===== src/rtl/display_filters_pkg.sv =====
`default_nettype none
// +----------------------------------------------------------------------+
// | display_filters_pkg                                                  |
// | Shared filter indices, raster limits and luma helper.                |
// | Revision: 1.0                                                        |
// +----------------------------------------------------------------------+
package display_filters_pkg;

  typedef enum logic [2:0] {
    F_PASS   = 3'd0,
    F_GRAY   = 3'd1,
    F_INV    = 3'd2,
    F_RED    = 3'd3,
    F_GREEN  = 3'd4,
    F_BLUE   = 3'd5,
    F_THRESH = 3'd6,
    F_POSTER = 3'd7
  } filter_e;

  localparam int         c_H_ACTIVE    = 1024;
  localparam int         c_V_ACTIVE    = 768;
  localparam logic [5:0] c_LUMA_THRESH = 6'd32;

  // Red and blue are widened to 6 bits by replicating their MSB so all three
  // channels share one scale; the 8-bit sum cannot overflow (max 252).
  function automatic logic [5:0] luma6(input logic [15:0] p);
    logic [7:0] w_sum;
    w_sum = 8'({p[15:11], p[15]}) + {1'b0, p[10:5], 1'b0} + 8'({p[4:0], p[4]});
    return w_sum[7:2];
  endfunction

endpackage
`default_nettype wire


===== src/rtl/filter_select.sv =====
`default_nettype none
// +----------------------------------------------------------------------+
// | filter_select                                                        |
// | Button edge detectors driving a wrap-around 3-bit up/down selector.  |
// | Revision: 1.0                                                        |
// +----------------------------------------------------------------------+
module filter_select (
  input  logic       clk_in,
  input  logic       rst_in,
  input  logic       left_in,
  input  logic       right_in,
  output logic [2:0] select_out
);

  logic       r_left_prev;
  logic       r_right_prev;
  logic [2:0] r_select;
  logic       w_left_rise;
  logic       w_right_rise;

  assign w_left_rise  = left_in & ~r_left_prev;
  assign w_right_rise = right_in & ~r_right_prev;

  // Simultaneous edges cancel; the 3-bit arithmetic provides the wrap.
  always_ff @(posedge clk_in or negedge rst_in) begin
    if (!rst_in) begin
      r_left_prev  <= 1'b0;
      r_right_prev <= 1'b0;
      r_select     <= 3'd0;
    end else begin
      r_left_prev  <= left_in;
      r_right_prev <= right_in;
      if (w_right_rise && !w_left_rise)
        r_select <= r_select + 3'd1;
      else if (w_left_rise && !w_right_rise)
        r_select <= r_select - 3'd1;
    end
  end

  assign select_out = r_select;

endmodule
`default_nettype wire


===== src/rtl/display_filter_bank.sv =====
`default_nettype none
// +----------------------------------------------------------------------+
// | display_filter_bank                                                  |
// | Two-stage RGB565 colour filter with active-area blanking.            |
// | Revision: 1.0                                                        |
// +----------------------------------------------------------------------+
module display_filter_bank
  import display_filters_pkg::*;
#(
  parameter int H_ACTIVE = c_H_ACTIVE,
  parameter int V_ACTIVE = c_V_ACTIVE
) (
  input  logic        clk_in,
  input  logic        rst_in,
  input  logic [10:0] hcount_in,
  input  logic [9:0]  vcount_in,
  input  logic [15:0] frame_buff_in,
  input  logic        left_in,
  input  logic        right_in,
  output logic [15:0] pixel_out,
  output logic [2:0]  select_out
);

  localparam logic [10:0] c_H_LIM = 11'(H_ACTIVE);
  localparam logic [9:0]  c_V_LIM = 10'(V_ACTIVE);

  logic [2:0]  w_select;
  logic        w_blank;
  logic [15:0] r_s1_pix;
  logic [5:0]  r_s1_luma;
  logic        r_s1_blank;
  logic [15:0] w_filt;
  logic [15:0] r_pixel;

  filter_select u_filter_select (
    .clk_in     (clk_in),
    .rst_in     (rst_in),
    .left_in    (left_in),
    .right_in   (right_in),
    .select_out (w_select)
  );

  assign w_blank = (hcount_in >= c_H_LIM) || (vcount_in >= c_V_LIM);

  always_ff @(posedge clk_in or negedge rst_in) begin
    if (!rst_in) begin
      r_s1_pix   <= 16'h0000;
      r_s1_luma  <= 6'd0;
      r_s1_blank <= 1'b0;
    end else begin
      r_s1_pix   <= frame_buff_in;
      r_s1_luma  <= luma6(frame_buff_in);
      r_s1_blank <= w_blank;
    end
  end

  // The mux reads the live selection, so a change may hit a pixel already in stage 1.
  always_comb begin
    w_filt = r_s1_pix;
    case (filter_e'(w_select))
      F_PASS:   w_filt = r_s1_pix;
      F_GRAY:   w_filt = {r_s1_luma[5:1], r_s1_luma, r_s1_luma[5:1]};
      F_INV:    w_filt = ~r_s1_pix;
      F_RED:    w_filt = {r_s1_pix[15:11], 11'b0};
      F_GREEN:  w_filt = {5'b0, r_s1_pix[10:5], 5'b0};
      F_BLUE:   w_filt = {11'b0, r_s1_pix[4:0]};
      F_THRESH: w_filt = (r_s1_luma >= c_LUMA_THRESH) ? 16'hFFFF : 16'h0000;
      F_POSTER: w_filt = {r_s1_pix[15:14], 3'b0, r_s1_pix[10:9], 4'b0, r_s1_pix[4:3], 3'b0};
      default:  w_filt = r_s1_pix;
    endcase
  end

  always_ff @(posedge clk_in or negedge rst_in) begin
    if (!rst_in)
      r_pixel <= 16'h0000;
    else
      r_pixel <= r_s1_blank ? 16'h0000 : w_filt;
  end

  assign pixel_out  = r_pixel;
  assign select_out = w_select;

endmodule
`default_nettype wire


===== config.mk =====
export PLATFORM = sky130hd
export DESIGN_NAME = display_filter_bank
export DESIGN_NICKNAME = d
export VERILOG_FILES = /design/src/rtl/display_filters_pkg.sv /design/src/rtl/filter_select.sv /design/src/rtl/display_filter_bank.sv
export SDC_FILE = /design/constraint.sdc
export NUM_CORES = 1
export LEC_CHECK = 0
export CORE_UTILIZATION = 45
export DETAILED_ROUTE_END_ITERATION = 12
export PLACE_DENSITY = 0.88
export SKIP_CTS_REPAIR_TIMING = 1
export SLEW_MARGIN = 20
export SYNTH_ARGS = -nofsm -noshare
export SYNTH_HDL_FRONTEND = slang
export SYNTH_HIERARCHICAL = 1
export SYNTH_SLANG_ARGS = --single-unit

===== constraint.sdc =====
create_clock -name clk_in -period 1.8 [get_ports clk_in]
set_input_delay 0.45 -clock clk_in [delete_from_list [all_inputs] [get_ports clk_in]]
set_output_delay 0.45 -clock clk_in [all_outputs]
set_load 0.005 [all_outputs]

==> out/metrics.csv, run 1 <==
stage,metric,value,unit
route,Vias,1688,
sta,clock skew,0.00337,ns
setup_path,R2R Setup Slk,0.22,ns
final_layout,Total Nets Final,305,
power,VDD IR max,701,uV
power,Switching Fraction,34.9,%
setup_path,worst reg-to-reg path cell count,7,
floorplan,Core Rows,24,
route,# DRC,1,
global_route,global-route wire length before repair,7070,um
sta,minimum clock period,1.91,ns
route,1st-iter DRT viols,183,
setup_path,WP data arrival,2.09,ns
final_layout,post-route insts no fill,303,
yosys,average size of a mapped cell,11.2,um^2
yosys,Post-synth EDFFs,0,
floorplan,Die Wd,71.4,um
setup_path,WS Path Type,input pin to register,
final_layout,share of layout cells above drive strength 1,23.9,%
sta,Final Max Tran Viols,0,
place,detailed placement HPWL,3240,um
sta,fmax,0.525,GHz
global_route,number of global-route vias before repair,1542,
cts,Num Clock Sinks,44,
power,Reg power frac,37.3,%
power,Int Power,2.33,mW
sta,RSZ-0062 raised after global routing,yes,
setup_path,Reg-to-Reg Start,u_filter_select/r_right_prev,
cts,CTS H-Tree Depth,2,
power,Gate power share,47.0,%
sta,fin crit share,106,%
yosys,Synth Flop Type,dfrtp_1,
route,1st-pass router iterations,8,
setup_path,peak fanout along the critical path,2,
sta,worst slew pin tran,0.525,ns
yosys,synthesized flop and latch total,44,
status,status,"complete, but fails checks",
place,IO Port Bufs,41,
status,failing checks,"DRC, setup timing",
cts,clock latency on the worst-skew pair,0.29,ns
sta,relative max-transition margin,65.0,%
place,DP Cell Count,294,
floorplan,initial core utilization,48.4,%
setup_path,CP startpoint kind,input pin,
global_route,total gr overflow,0,
global_route,initial antenna violation count,0,
route,routed len/inst,15.2,um
place,GPL Wtd Cong,0.895,
floorplan,Ports,60,
setup_path,CP Capture Type,register,
setup_path,CP required,1.99,ns
sta,Hold Fails Final Rpt,0,
cts,Root Driver,clkbuf_8,
sta,Setup-failing EPs final,4,
floorplan,total die area,5090,um^2
power,Leakage,1.35,nW
hold_path,Hold Crit Class,input pin to async pin,
final_layout,# diodes,0,
sta,final worst slack,-0.105,ns
cts,clk slew on worst S/H paths,0.07,ns
route,post-detailed-route count of antenna-violating nets,0,
yosys,Synth async-reset ratio,100,%
power,clock share of power,15.8,%
power,overall power,3.59,mW
cts,Max Root-Sink Buffers,2,
yosys,Netlist Area Pre-Place,2160,um^2
job,Max-Cap Viols,0,
yosys,Ys Warns,6,
setup_path,Worst R2R End,u_filter_select/select_out[2],
route,Total Wirelength,4620,um
power,Power Dens Cells,1220,nW/um^2
floorplan,Core Area,4470,um^2
cts,CTS tree,done,
sta,WHS,0.0883,ns
yosys,Synth Instances,194,
final_layout,Area Growth Syn to Fin,36.0,%
global_route,largest net degree at the start of global routing,27,
yosys,syn_nets,248,
floorplan,DIE HEIGHT,71.4,um
route,Via density,5.57,
yosys,"Seq/Total Area, Yosys",50.9,%
yosys,Cell variety after synth,46,
power,reported net switching power,1.25,mW
global_route,All-Layer GR Usage,18.3,%
cts,total CTS buffers,5,
[how the worst max path moves through the flow]
| stage | to | startpoint | cells past startpoint | slack, ns |
|---|---|---|---|---|
| after global placement | r_s1_luma[5] | frame_buff_in[0] | 8 | -0.75 |
| final | r_s1_luma[5] | frame_buff_in[11] | 8 | -0.11 |
| after floorplan | r_s1_luma[4] | frame_buff_in[12] | 5 | -0.21 |
| after detailed placement | r_s1_luma[5] | frame_buff_in[0] | 8 | -0.82 |
| after global routing | r_s1_luma[5] | frame_buff_in[11] | 8 | -0.15 |
| after CTS | r_s1_luma[5] | frame_buff_in[0] | 8 | -0.51 |
[state kept, by name, indices dropped and copies added (netlist names)]
register,flops
r_s1_luma,6
u_filter_select/r_right_prev,1
u_filter_select/r_left_prev,1
r_s1_pix,16
u_filter_select/select_out,3
r_s1_blank,1
pixel_out,16
[stage by stage]
stage | worst slack [ns] | util (%) | setup TNS (ns) | cell area [um^2]
2_1_floorplan | -0.212 | - | -0.654 | 2180
3_3_place_gp | -0.754 | 61.2 | -4.30 | 2740
3_5_place_dp | -0.821 | 61.2 | -4.64 | 2740
4_1_cts | -0.514 | 62.9 | -2.18 | 2820
5_1_grt | -0.148 | 65.8 | -0.436 | 2940
6_report | -0.105 | 65.8 | -0.338 | 2940
[worst max-delay path, stage by stage]
cell and delay, ns:
buf_8 0.08, inv_4 0.03, fa_1 0.57, nor2_2 0.06, fa_2 0.39, a211oi_4 0.27
o21bai_1 0.09, a21o_1 0.15
[synth_stat cells (4+ instances only)]
| cell type | count | area share, % |
|---|---|---|
| xor2_1 | 9 | 3.6 |
| a21oi_1 | 22 | 5.1 |
| and3_1 | 4 | 1.2 |
| nor2_1 | 11 | 1.9 |
| buf_2 | 5 | 1.2 |
| dfrtp_1 | 44 | 51 |
| nor2b_1 | 4 | 1.2 |
| nor3b_1 | 4 | 1.4 |
| inv_1 | 8 | 1.4 |
| ha_1 | 6 | 3.5 |
| o21ai_0 | 12 | 2.8 |
| a211oi_1 | 4 | 1.4 |
| fa_1 | 7 | 6.5 |
| nand2_1 | 5 | 0.87 |
[cell type report]
type,instances,area [um^2]
sequential,44,1100
timing repair buffer,60,577
inverter,9,36.3
fill,330,1530
multi-input combinational,131,1080
clock buffer,6,72.6
tap,52,65.1
clock inverter,1,5.00
[power groups by stage]
stage	logic [mW]	clock network [mW]	registers (mW)
finish	1.68	0.565	1.34
global route	1.85	0.632	1.36
CTS	1.58	0.581	1.33
detailed placement	1.57	0	1.35
global placement	1.52	0	1.34
floorplan	0.935	0	1.35
[routing by layer]
layer	wire length, um	share of wire [%]	GRT usage [%]	vias to the layer above
met3	190	4.1	3.94	2
met2	2310	50	29.7	59
li1	-	-	-	804
met5	0	0	0	-
met1	2080	45	23.9	823
met4	38	0.82	7.78	0
[cells by family (layout without fill, tap and decap cells)]
family | Yosys count | in the layout | share of synthesized area [%]
AO/OA/AOI/OAI | 58 | 58 | 16.4
AND/OR/NAND/NOR | 48 | 48 | 14.0
flip-flops | 44 | 44 | 50.9
buffers and inverters | 19 | 76 | 3.76
adder cells (fa/ha/maj) | 13 | 13 | 9.94
XOR/XNOR | 10 | 10 | 4.05
multiplexers | 2 | 2 | 0.983
[cells in the final DEF (no fill, tap or decap), types with 2 or more instances in the layout]
cell             Yosys  final
nor3b_2              2      2
nor2_1              11     10
clkbuf_8             0      5
o22ai_1              3      3
nor3b_1              4      4
a22oi_1              3      3
buf_4                1     17
fa_1                 7      3
clkdlybuf4s50_1      0     23
fa_2                 0      4
a21o_1               2      2
clkbuf_2             0      4
a311oi_1             2      2
nand3_1              2      2
o311ai_1             2      2
o21ai_1              0      2
a211oi_1             4      3
xor2_1               9      9
a31o_1               2      2
a21oi_2              0      2
and3_1               4      4
and4_1               2      2
nor2_2               1      2
buf_6                0      3
ha_4                 0      5
dlymetal6s2s_1       0     10
inv_2                1      3
and4b_1              3      3
or2_2                3      3
inv_1                8      5
nand2_1              5      5
a21oi_1             22     20
dfrtp_1             44     43
o21ai_0             12     10
nor2b_1              4      3
Power figures use the tool's default switching activity.
==> inputs of run 2 (changes only) <==
CORE_MARGIN = 3   (was not set)
PLACE_DENSITY = 0.87   (was 0.88)
SYNTH_HIERARCHICAL = not set   (was 1)
==> run 2 against run 1 <==
The run ends with setup timing left; sequential cell count is the same; final cell count is 6.9% higher; design area up 9.6%; critical endpoint unchanged; core utilization rose by 2.0 points; register-to-register slack got worse by 0.18 ns; wire length up 19%; largest power group unchanged; synthesized cell count shrank 1.5%.
==> out/metrics.csv, run 2 <==
stage,metric,value,unit
global_route,largest net degree at the start of global routing,43,
final_layout,post-route cell area,3220,um^2
sta,clock skew,0.00718,ns
status,failing checks,setup timing,
hold_path,worst hold endpoint,r_s1_pix[1],
job,Max-Cap Viols,0,
sta,Final Max Tran Viols,0,
yosys,Synth Instances,191,
route,post-detailed-route count of antenna-violating nets,0,
route,1st-iter DRT viols,184,
yosys,list of most frequent post-synthesis cells,"dfrtp_1 (44), ha_1 (13), a31oi_1 (12)",
route,Via density,5.56,
cts,Max Root-Sink Buffers,2,
yosys,share of the synthesized area in the top cell type,49.1,%
cts,CTS H-Tree Depth,2,
route,1st-pass router iterations,4,
global_route,number of global-route vias before repair,1682,
global_route,initial antenna violation count,0,
final_layout,post-route insts no fill,324,
status,status,"complete, but fails checks",
final_layout,Total Nets Final,316,
place,DP Cell Count,312,
floorplan,Core Rows,25,
setup_path,WS Path Type,input pin to register,
sta,relative max-transition margin,59.4,%
yosys,synthesized flop and latch total,44,
cts,clock latency on the worst-skew pair,0.29,ns
floorplan,initial core utilization,47.1,%
power,Leakage,1.42,nW
floorplan,DIE HEIGHT,76.6,um
hold_path,Hold Crit Class,input pin to register,
route,Total Wirelength,5500,um
yosys,Yosys top cell by area,dfrtp_1,
final_layout,Area Growth Syn to Fin,43.9,%
setup_path,Reg-to-Reg Start,u_filter_select.select_out[0],
route,# DRC,0,
sta,fmax,0.532,GHz
yosys,top-count cell post-synth,dfrtp_1,
yosys,Synth Flop Type,dfrtp_1,
power,Int Power,2.76,mW
sta,worst slew pin tran,0.610,ns
hold_path,Hold Path Stages,1,
yosys,"top cells by area, synth","dfrtp_1 (49%), ha_1 (7.3%), fa_1 (5.4%), a31oi_1 (3.4%), a311oi_1 (2.3%)",
yosys,"Seq/Total Area, Yosys",49.1,%
place,GPL Wtd Cong,0.889,
yosys,Post-synth EDFFs,0,
final_layout,"commonest cells after routing, fill and taps aside","dfrtp_1 (42), clkdlybuf4s50_1 (25), buf_4 (21), a31oi_1 (12), dlymetal6s2s_1 (9)",
place,detailed placement HPWL,3810,um
setup_path,CP startpoint kind,input pin,
final_layout,Post-Route Utilization,67.8,%
yosys,Netlist Area Pre-Place,2240,um^2
power,Switching Fraction,36.0,%
setup_path,WP data arrival,2.06,ns
cts,total CTS buffers,5,
yosys,Ys Warns,0,
final_layout,share of layout cells above drive strength 1,31.1,%
setup_path,CP Capture Type,register,
yosys,syn_nets,251,
cts,clk slew on worst S/H paths,0.08,ns
floorplan,Ports,60,
yosys,average size of a mapped cell,11.7,um^2
route,Vias,1800,
floorplan,Core Area,4750,um^2
place,DP Area,2910,um^2
sta,RSZ-0062 raised after global routing,yes,
route,routed len/inst,17.0,um
power,Power Dens Cells,1340,nW/um^2
setup_path,CP required,1.98,ns
power,clock share of power,16.9,%
power,VDD IR max,557,uV
sta,minimum clock period,1.88,ns
global_route,All-Layer GR Usage,18.0,%
setup_path,R2R Setup Slk,0.04,ns
yosys,Cell variety after synth,42,
sta,Setup-failing EPs final,2,
sta,Hold Fails Final Rpt,0,
floorplan,total die area,5860,um^2
place,IO Port Bufs,41,
floorplan,Die Wd,76.6,um
setup_path,CP startpoint,frame_buff_in[5],
power,Reg power frac,31.2,%
cts,CTS tree,done,
setup_path,worst reg-to-reg path cell count,5,
cts,Root Driver,clkbuf_8,
power,reported net switching power,1.55,mW
cts,Num Clock Sinks,44,
global_route,global-route wire length before repair,8250,um
final_layout,"most common cell after layout, fill and taps aside",dfrtp_1,
final_layout,fillers,340,
sta,final worst slack,-0.0801,ns
power,Gate power share,51.9,%
sta,fin crit share,104,%
global_route,total gr overflow,0,
final_layout,# diodes,0,
hold_path,worst hold start,frame_buff_in[1],
setup_path,peak fanout along the critical path,3,
setup_path,Worst R2R End,pixel_out[4],
yosys,Synth async-reset ratio,100,%
run 2: changes by cell type after synthesis, sizes merged, moves of 5 or more:
cell   before  now
a21oi      22    8
a31oi       1   12
ha          6   13
xor2        9    2
nor2b       4    9
run 2: power groups by stage:
stage	combinational, mW	sequential, mW	clock [mW]
after detailed placement	1.86	1.33	0
final	2.24	1.34	0.728
after global routing	2.41	1.37	0.779
after floorplan	1.11	1.33	0
after global placement	1.80	1.32	0
after CTS	1.88	1.31	0.738
run 2: stage by stage:
step	setup slack (ns)	TNS (ns)	power (mW)	hold WS, ns
2_1_floorplan	-0.163	-0.335	2.44	0.154
3_3_place_gp	-0.824	-3.89	3.12	0.257
3_5_place_dp	-0.897	-4.21	3.19	0.261
4_1_cts	-0.599	-2.38	3.93	-0.0592
5_1_grt	-0.123	-0.296	4.56	0.248
6_report	-0.0801	-0.118	4.31	0.260
run 2: per-layer routing:
metal  GRT usage [%]  wire length, um
met1            22.0             2240
met3            3.78              236
met4            6.52              131
met2            31.5             2890
met5               0                0
run 2: cell type report:
cell class	instances	area, um^2	area share, %
repair buffers	67	646	20.0
flip-flops and latches	44	1100	34.2
well taps	67	83.8	2.60
inverters	10	47.5	1.47
multi-input cells	128	1240	38.3
clock inverters	2	35.0	1.09
clock buffers	6	72.6	2.25
run 2: logic make-up after synthesis:
kind of cell               after synthesis  share of synthesized area (%)
adders and majority gates               19                           12.6
xor gates and xnor gates                 4                           1.56
buffers and inverters                   19                           4.35
and+or+nand+nor                         50                           14.9
AOI/OAI and AO/OA                       50                           15.1
DFF                                     44                           49.1
muxes                                    5                           2.29
run 2: worst max-delay path: stages:
cell and delay, ns:
buf_8 0.07, inv_4 0.03, fa_1 0.58, nor2_2 0.06
fa_2 0.39, a211oi_2 0.24, o21bai_1 0.08, a21o_1 0.16
run 2: how the worst max path moves through the flow:
| stage | cells past startpoint | endpoint |
|---|---|---|
| global route | 8 | r_s1_luma[5] |
| global placement | 8 | r_s1_luma[5] |
| finish | 8 | r_s1_luma[5] |
| floorplan | 7 | r_s1_luma[5] |
| CTS | 8 | r_s1_luma[5] |
| detailed placement | 8 | r_s1_luma[5] |
